File: src/rtl/vpu_pkg.sv
// Shared defaults and types for the VPU destination-port writeback path.
package vpu_pkg;

    localparam int unsigned DEF_OPERAND_WIDTH   = 32;
    localparam int unsigned DEF_VLANE_CNT       = 8;
    localparam int unsigned DEF_SRAM_ADDR_WIDTH = 10;
    localparam int unsigned DEF_LEN_WIDTH       = 8;
    localparam int unsigned DEF_FIFO_DEPTH      = 4;
    localparam int unsigned DEF_BEAT_WIDTH      = DEF_OPERAND_WIDTH * DEF_VLANE_CNT;

    typedef enum logic [1:0] {
        IDLE = 2'd0,
        RUN  = 2'd1,
        DONE = 2'd2
    } wb_seq_state_t;

endpackage

File: src/rtl/vpu_wb_fifo.sv
// Small synchronous FIFO buffering lane beats ahead of the SRAM write port; no bypass.
module vpu_wb_fifo #(
    parameter int unsigned DEPTH = 4,
    parameter int unsigned WIDTH = 256
) (
    input  logic             clk,
    input  logic             rst_n,
    input  logic             flush,
    input  logic             push,
    input  logic [WIDTH-1:0] wdata,
    input  logic             pop,
    output logic [WIDTH-1:0] rdata,
    output logic             full,
    output logic             empty
);

    localparam int unsigned PTR_W = $clog2(DEPTH);
    localparam int unsigned CNT_W = PTR_W + 1;

    logic [WIDTH-1:0] mem [DEPTH];
    logic [PTR_W-1:0] wr_ptr_q;
    logic [PTR_W-1:0] rd_ptr_q;
    logic [CNT_W-1:0] count_q;
    logic             do_push;
    logic             do_pop;

    assign full    = (count_q == CNT_W'(DEPTH));
    assign empty   = (count_q == '0);
    assign do_push = push && !full;
    assign do_pop  = pop && !empty;
    assign rdata   = mem[rd_ptr_q];

    // Storage carries no reset; validity is tracked entirely by the pointers.
    always_ff @(posedge clk) begin
        if (do_push) begin
            mem[wr_ptr_q] <= wdata;
        end
    end

    always_ff @(posedge clk) begin
        if (!rst_n || flush) begin
            wr_ptr_q <= '0;
            rd_ptr_q <= '0;
            count_q  <= '0;
        end else begin
            if (do_push) begin
                wr_ptr_q <= wr_ptr_q + PTR_W'(1);
            end
            if (do_pop) begin
                rd_ptr_q <= rd_ptr_q + PTR_W'(1);
            end
            count_q <= count_q + CNT_W'(do_push) - CNT_W'(do_pop);
        end
    end

endmodule

File: src/rtl/vpu_wb_sequencer.sv
// Sequences one vector writeback: buffers lane beats and writes them to SRAM
// at incrementing addresses from a latched base, then reports completion.
module vpu_wb_sequencer
    import vpu_pkg::*;
#(
    parameter int unsigned OPERAND_WIDTH   = DEF_OPERAND_WIDTH,
    parameter int unsigned VLANE_CNT       = DEF_VLANE_CNT,
    parameter int unsigned SRAM_ADDR_WIDTH = DEF_SRAM_ADDR_WIDTH,
    parameter int unsigned LEN_WIDTH       = DEF_LEN_WIDTH,
    parameter int unsigned FIFO_DEPTH      = DEF_FIFO_DEPTH
) (
    input  logic                               clk,
    input  logic                               rst_n,
    input  logic                               start_i,
    input  logic [SRAM_ADDR_WIDTH-1:0]         dst_addr_i,
    input  logic [LEN_WIDTH-1:0]               beat_cnt_i,
    input  logic                               reset_cmd_i,
    output logic                               busy_o,
    output logic                               done_o,
    output logic                               err_o,
    input  logic                               wb_data_wren_i,
    input  logic [OPERAND_WIDTH*VLANE_CNT-1:0] wb_data_i,
    output logic                               wb_ready_o,
    output logic                               sram_wren_o,
    output logic [SRAM_ADDR_WIDTH-1:0]         sram_waddr_o,
    output logic [OPERAND_WIDTH*VLANE_CNT-1:0] sram_wdata_o,
    input  logic                               sram_wready_i
);

    localparam int unsigned BEAT_WIDTH = OPERAND_WIDTH * VLANE_CNT;

    wb_seq_state_t              state_q;
    wb_seq_state_t              state_d;
    logic [SRAM_ADDR_WIDTH-1:0] base_addr_q;
    logic [LEN_WIDTH-1:0]       total_q;
    logic [LEN_WIDTH-1:0]       acc_cnt_q;
    logic [LEN_WIDTH-1:0]       wr_cnt_q;
    logic                       err_q;

    logic                       fifo_full;
    logic                       fifo_empty;
    logic [BEAT_WIDTH-1:0]      fifo_rdata;
    logic                       push;
    logic                       pop;

    // Every output below is a function of registered state only.
    assign busy_o       = (state_q == RUN);
    assign done_o       = (state_q == DONE);
    assign err_o        = err_q;
    assign wb_ready_o   = (state_q == RUN) && !fifo_full && (acc_cnt_q != total_q);
    assign sram_wren_o  = (state_q == RUN) && !fifo_empty;
    assign sram_waddr_o = base_addr_q + SRAM_ADDR_WIDTH'(wr_cnt_q);
    assign sram_wdata_o = sram_wren_o ? fifo_rdata : '0;

    assign push = wb_data_wren_i && wb_ready_o;
    assign pop  = sram_wren_o && sram_wready_i;

    vpu_wb_fifo #(
        .DEPTH (FIFO_DEPTH),
        .WIDTH (BEAT_WIDTH)
    ) u_fifo (
        .clk   (clk),
        .rst_n (rst_n),
        .flush (reset_cmd_i),
        .push  (push),
        .wdata (wb_data_i),
        .pop   (pop),
        .rdata (fifo_rdata),
        .full  (fifo_full),
        .empty (fifo_empty)
    );

    // Next-state logic; the controller's reset command overrides everything.
    always_comb begin
        state_d = state_q;
        unique case (state_q)
            IDLE: begin
                if (start_i) begin
                    state_d = (beat_cnt_i == '0) ? DONE : RUN;
                end
            end
            RUN: begin
                if (pop && ((wr_cnt_q + LEN_WIDTH'(1)) == total_q)) begin
                    state_d = DONE;
                end
            end
            DONE:    state_d = DONE;
            default: state_d = IDLE;
        endcase
        if (reset_cmd_i) begin
            state_d = IDLE;
        end
    end

    always_ff @(posedge clk) begin
        if (!rst_n) begin
            state_q     <= IDLE;
            base_addr_q <= '0;
            total_q     <= '0;
            acc_cnt_q   <= '0;
            wr_cnt_q    <= '0;
            err_q       <= 1'b0;
        end else begin
            state_q <= state_d;
            if (reset_cmd_i) begin
                total_q   <= '0;
                acc_cnt_q <= '0;
                wr_cnt_q  <= '0;
                err_q     <= 1'b0;
            end else begin
                if ((state_q == IDLE) && start_i) begin
                    base_addr_q <= dst_addr_i;
                    total_q     <= beat_cnt_i;
                    acc_cnt_q   <= '0;
                    wr_cnt_q    <= '0;
                end
                if (push) begin
                    acc_cnt_q <= acc_cnt_q + LEN_WIDTH'(1);
                end
                if (pop) begin
                    wr_cnt_q <= wr_cnt_q + LEN_WIDTH'(1);
                end
                if (wb_data_wren_i && !wb_ready_o) begin
                    err_q <= 1'b1;
                end
            end
        end
    end

endmodule
File: config.mk
export PLATFORM = sky130hd
export DESIGN_NAME = vpu_wb_sequencer
export DESIGN_NICKNAME = d
export VERILOG_FILES = /design/src/rtl/vpu_pkg.sv /design/src/rtl/vpu_wb_fifo.sv /design/src/rtl/vpu_wb_sequencer.sv
export SDC_FILE = /design/constraint.sdc
export NUM_CORES = 1
export LEC_CHECK = 0
export BUFFER_PORTS_ARGS = -buffer_cell sky130_fd_sc_hd__buf_2
export CORE_ASPECT_RATIO = 0.6
export CORE_MARGIN = 10
export CORE_UTILIZATION = 50
export CTS_CLUSTER_DIAMETER = 80
export CTS_CLUSTER_SIZE = 16
export DETAILED_ROUTE_END_ITERATION = 10
export HOLD_SLACK_MARGIN = 0.12
export PLACE_DENSITY = 0.82
export SETUP_SLACK_MARGIN = 0.15
export SLEW_MARGIN = 30
export SYNTH_ARGS = -nofsm -noshare
export SYNTH_HDL_FRONTEND = slang
export SYNTH_HIERARCHICAL = 1
export SYNTH_SLANG_ARGS = --single-unit
File: constraint.sdc
create_clock -name clk -period 5.4 [get_ports clk]
set_input_delay 0.27 -clock clk [delete_from_list [all_inputs] [get_ports clk]]
set_output_delay 0.27 -clock clk [all_outputs]
set_load 0.02 [all_outputs]
==> reports/results.ini <==
[clocking]
clockBufferDepth = 3
cts_root_buf = clkbuf_16
htree_levels = 3
clk_pin_slew_worst_paths_ns = 0.07
clk_latency_ns = 0.66
clock-sinks = 1070
cts-buffers-inserted = 78
cts_tree = yes

[placed_design]
io_buffer_count = 550
globalplace.congestion = 0.8291
dpl_worst_slack_ns = 1.865
hpwl_mm = 61.14
placed_area_sq_um = 45530

[grt]
grt_max_degree = 142
gr-usage-met1_pct = 26.45
grt_pass1_vias = 23720
grt_usage_pct = 20.69
gr-usage-met3_pct = 5.347
busiest_layer = met2
grtUsageMet2_pct = 34.83
grt_pass1_wl_mm = 150.2
antenna_found_initial = 14
grt_overflow_total = 0

[die]
dieArea_sq_um = 95100
die_h_um = 242.9
start_util_pct = 50.62
die_x_um = 391.5
core-area_sq_um = 81790
io_pins = 551
fp-row-count = 81

[critical_path]
slowest_stage = and3_4
cpLargestDelayFamily = simple AND/OR/NAND/NOR gates
path_buf_inv = 3
path_class = reg2reg
crit_path_start_kind = flip-flop
crit_chain = inv_1, ha_1, nor2b_1, o211ai_1, inv_1, and3_4, buf_4
cp.arrival_ns = 3.89
cpMostUsedCell = inv_1
slowest_delay_ns = 0.90
path_max_fanout = 48
required_ns = 5.70
reg2reg_slack_ns = 1.82
end_kind = flip-flop

[final_layout]
layout_common_cells = edfxtp_1 (1024), buf_2 (550), dlygate4sd3_1 (298)
layout-drive-gt1-share_pct = 33.38
area_delta_synth_final_pct = 22.54
fill_cells = 5463
final_common_cell = edfxtp_1
stdcell_area_sq_um = 50740
nNetsFinal = 3130

[power]
pwr_density_cell_nw_per_um2 = 295.6
static-leakage-power_nw = 17.52
peakVddDrop_mv = 0.2590

[route]
drtPass1Iterations = 5
post_drt_wl_per_cell_um = 25.17
drt-total-wl_mm = 99.20
drcViolationCount = 0
drt_iter0_drc = 1887
ant_nets = 0
post_drt_via_cell_ratio = 5.620
vias = 22160

[timing]
skew_ns = 0.02615
period_minus_slack_ns = 3.585
period_share_pct = 66.39
layout_setup_ws_ns = 1.815
hold_viol_final = 0
setup_viol = 0
slew_viol_final = 0
tightest_slew_ns = 0.9543
rsz0062_at_grt = false
fmax_mhz = 278.9
finalSetupTns_ns = 0
slew_headroom_pct = 36.38

[hold_path]
hold_path_class = in2reg

[synthesis]
ys_seq_elements = 1070
synth-seq-area-share_pct = 76.49
synth.avg_cell_area_sq_um = 21.19
syn_inst = 1954
yosys_most_used_dff = edfxtp_1
syn_nets = 2256
synth_top_area_share_pct = 74.27
async_flop_share_pct = 0
synth_top_area_cell = edfxtp_1
yosys-top-cells-area = edfxtp_1 (74%), mux4_2 (14%), and2_1 (3.9%)
ys_types = 51
synth_edf_count = 1024
syn_area_sq_um = 41400
yosysWarnings = 6

[outcome]
status = completed

[run]
maxCapViolCount = 0

## repair_timing
item,4_1_cts,5_1_grt
resized for setup,0,0
setup buffers,0,0
hold endpoints to repair,1054,0
hold buffers,298,0
## kinds of logic (layout without fill, tap and decap cells)
| logic type | after synthesis | after routing | share of synthesized area [%] |
|---|---|---|---|
| flops | 1070 | 1070 | 76.49 |
| simple gates | 387 | 387 | 5.482 |
| mux | 257 | 257 | 13.95 |
| buf+inv | 112 | 1007 | 1.629 |
| compound gates | 77 | 77 | 1.133 |
| xor+xnor | 29 | 29 | 0.6134 |
| fa+ha+maj | 22 | 22 | 0.7011 |
| other cells | 0 | 14 | 0 |
## area by class of cell
| type | instances | area (sq um) | area share (%) |
|---|---|---|---|
| flip-flops and latches | 1070 | 31680 | 62.44 |
| repair buffers | 891 | 6391 | 12.60 |
| inverters | 15 | 56.30 | 0.1110 |
| multi-input cells | 772 | 9082 | 17.90 |
| clock inverters | 8 | 115.1 | 0.2269 |
| clock buffers | 93 | 2029 | 4.000 |
| diodes | 14 | 35.03 | 0.06905 |
| well taps | 1079 | 1350 | 2.661 |
## routing by layer
metal | share of wire (%) | vias to the layer above
li1 | - | 9561
met5 | 0.066 | -
met2 | 51 | 913
met1 | 38 | 11490
met4 | 2.8 | 10
met3 | 7.4 | 179
## cells in the mapped netlist, drive strengths merged (4+ instances only)
cell / count
inv: 15
clkbuf: 40
a21boi: 10
and3: 8
xnor2: 25
nor2: 22
edfxtp: 1024
nor2b: 7
nand2: 46
mux4: 256
nand3: 9
a21o: 4
and2: 261
dfxtp: 46
xor2: 4
buf: 57
nand3b: 5
nor3: 10
ha: 20
o21ai: 14
a21oi: 35
## stage by stage
| step | instances | util, % | power, W | hold slack (ns) |
|---|---|---|---|---|
| final | 3942 | 62.04 | 0.01500 | 0.3540 |
| after global routing | 3936 | 62.02 | 0.01549 | 0.3252 |
| after CTS | 3926 | 61.93 | 0.01510 | 0.2964 |
| after detailed placement | 3527 | 55.67 | 0.009615 | 0.4559 |
| after global placement | 3527 | 55.67 | 0.009586 | 0.4505 |
| after floorplan | 1954 | - | 0.009403 | 0.3689 |
## worst reg2reg max path, cell delays in order, from the launching register on
cell      delay (ns)
dfxtp_1         0.33
inv_1           0.11
ha_1            0.33
nor2b_1         0.20
o211ai_1        0.34
inv_1           0.45
and3_4          0.90
buf_4           0.56
## worst paths after layout
check	start	endpoint	cells after the start
setup / recovery	state_q[1]$_SDFFE_PP0P_	u_fifo/mem[3][69]$_DFFE_PP_	7
hold / removal	wb_data_i[248]	u_fifo/mem[2][248]$_DFFE_PP_	2
hold reg to reg	err_o$_SDFFE_PP0P_	err_o$_SDFFE_PP0P_	2
setup reg to reg	state_q[1]$_SDFFE_PP0P_	u_fifo/mem[3][69]$_DFFE_PP_	7
## flip-flops by register name (all words and copies together), names as in the netlist, named ones only
register	count
u_fifo/mem	1024
base_addr_q	10
acc_cnt_q	8
total_q	8
wr_cnt_q	8
u_fifo/count_q	3
state_q	2
u_fifo/rd_ptr_q	2
u_fifo/wr_ptr_q	2
err_o	1
## where the power goes
part / total (W) / leakage, nW / switching (W) / internal (W)
sequential: 0.00912 / 9.58 / 0.0000136 / 0.00911
combinational: 0.000498 / 6.89 / 0.000235 / 0.000263
clock: 0.00537 / 1.04 / 0.00267 / 0.00271
(Power assumes the default switching activity.)
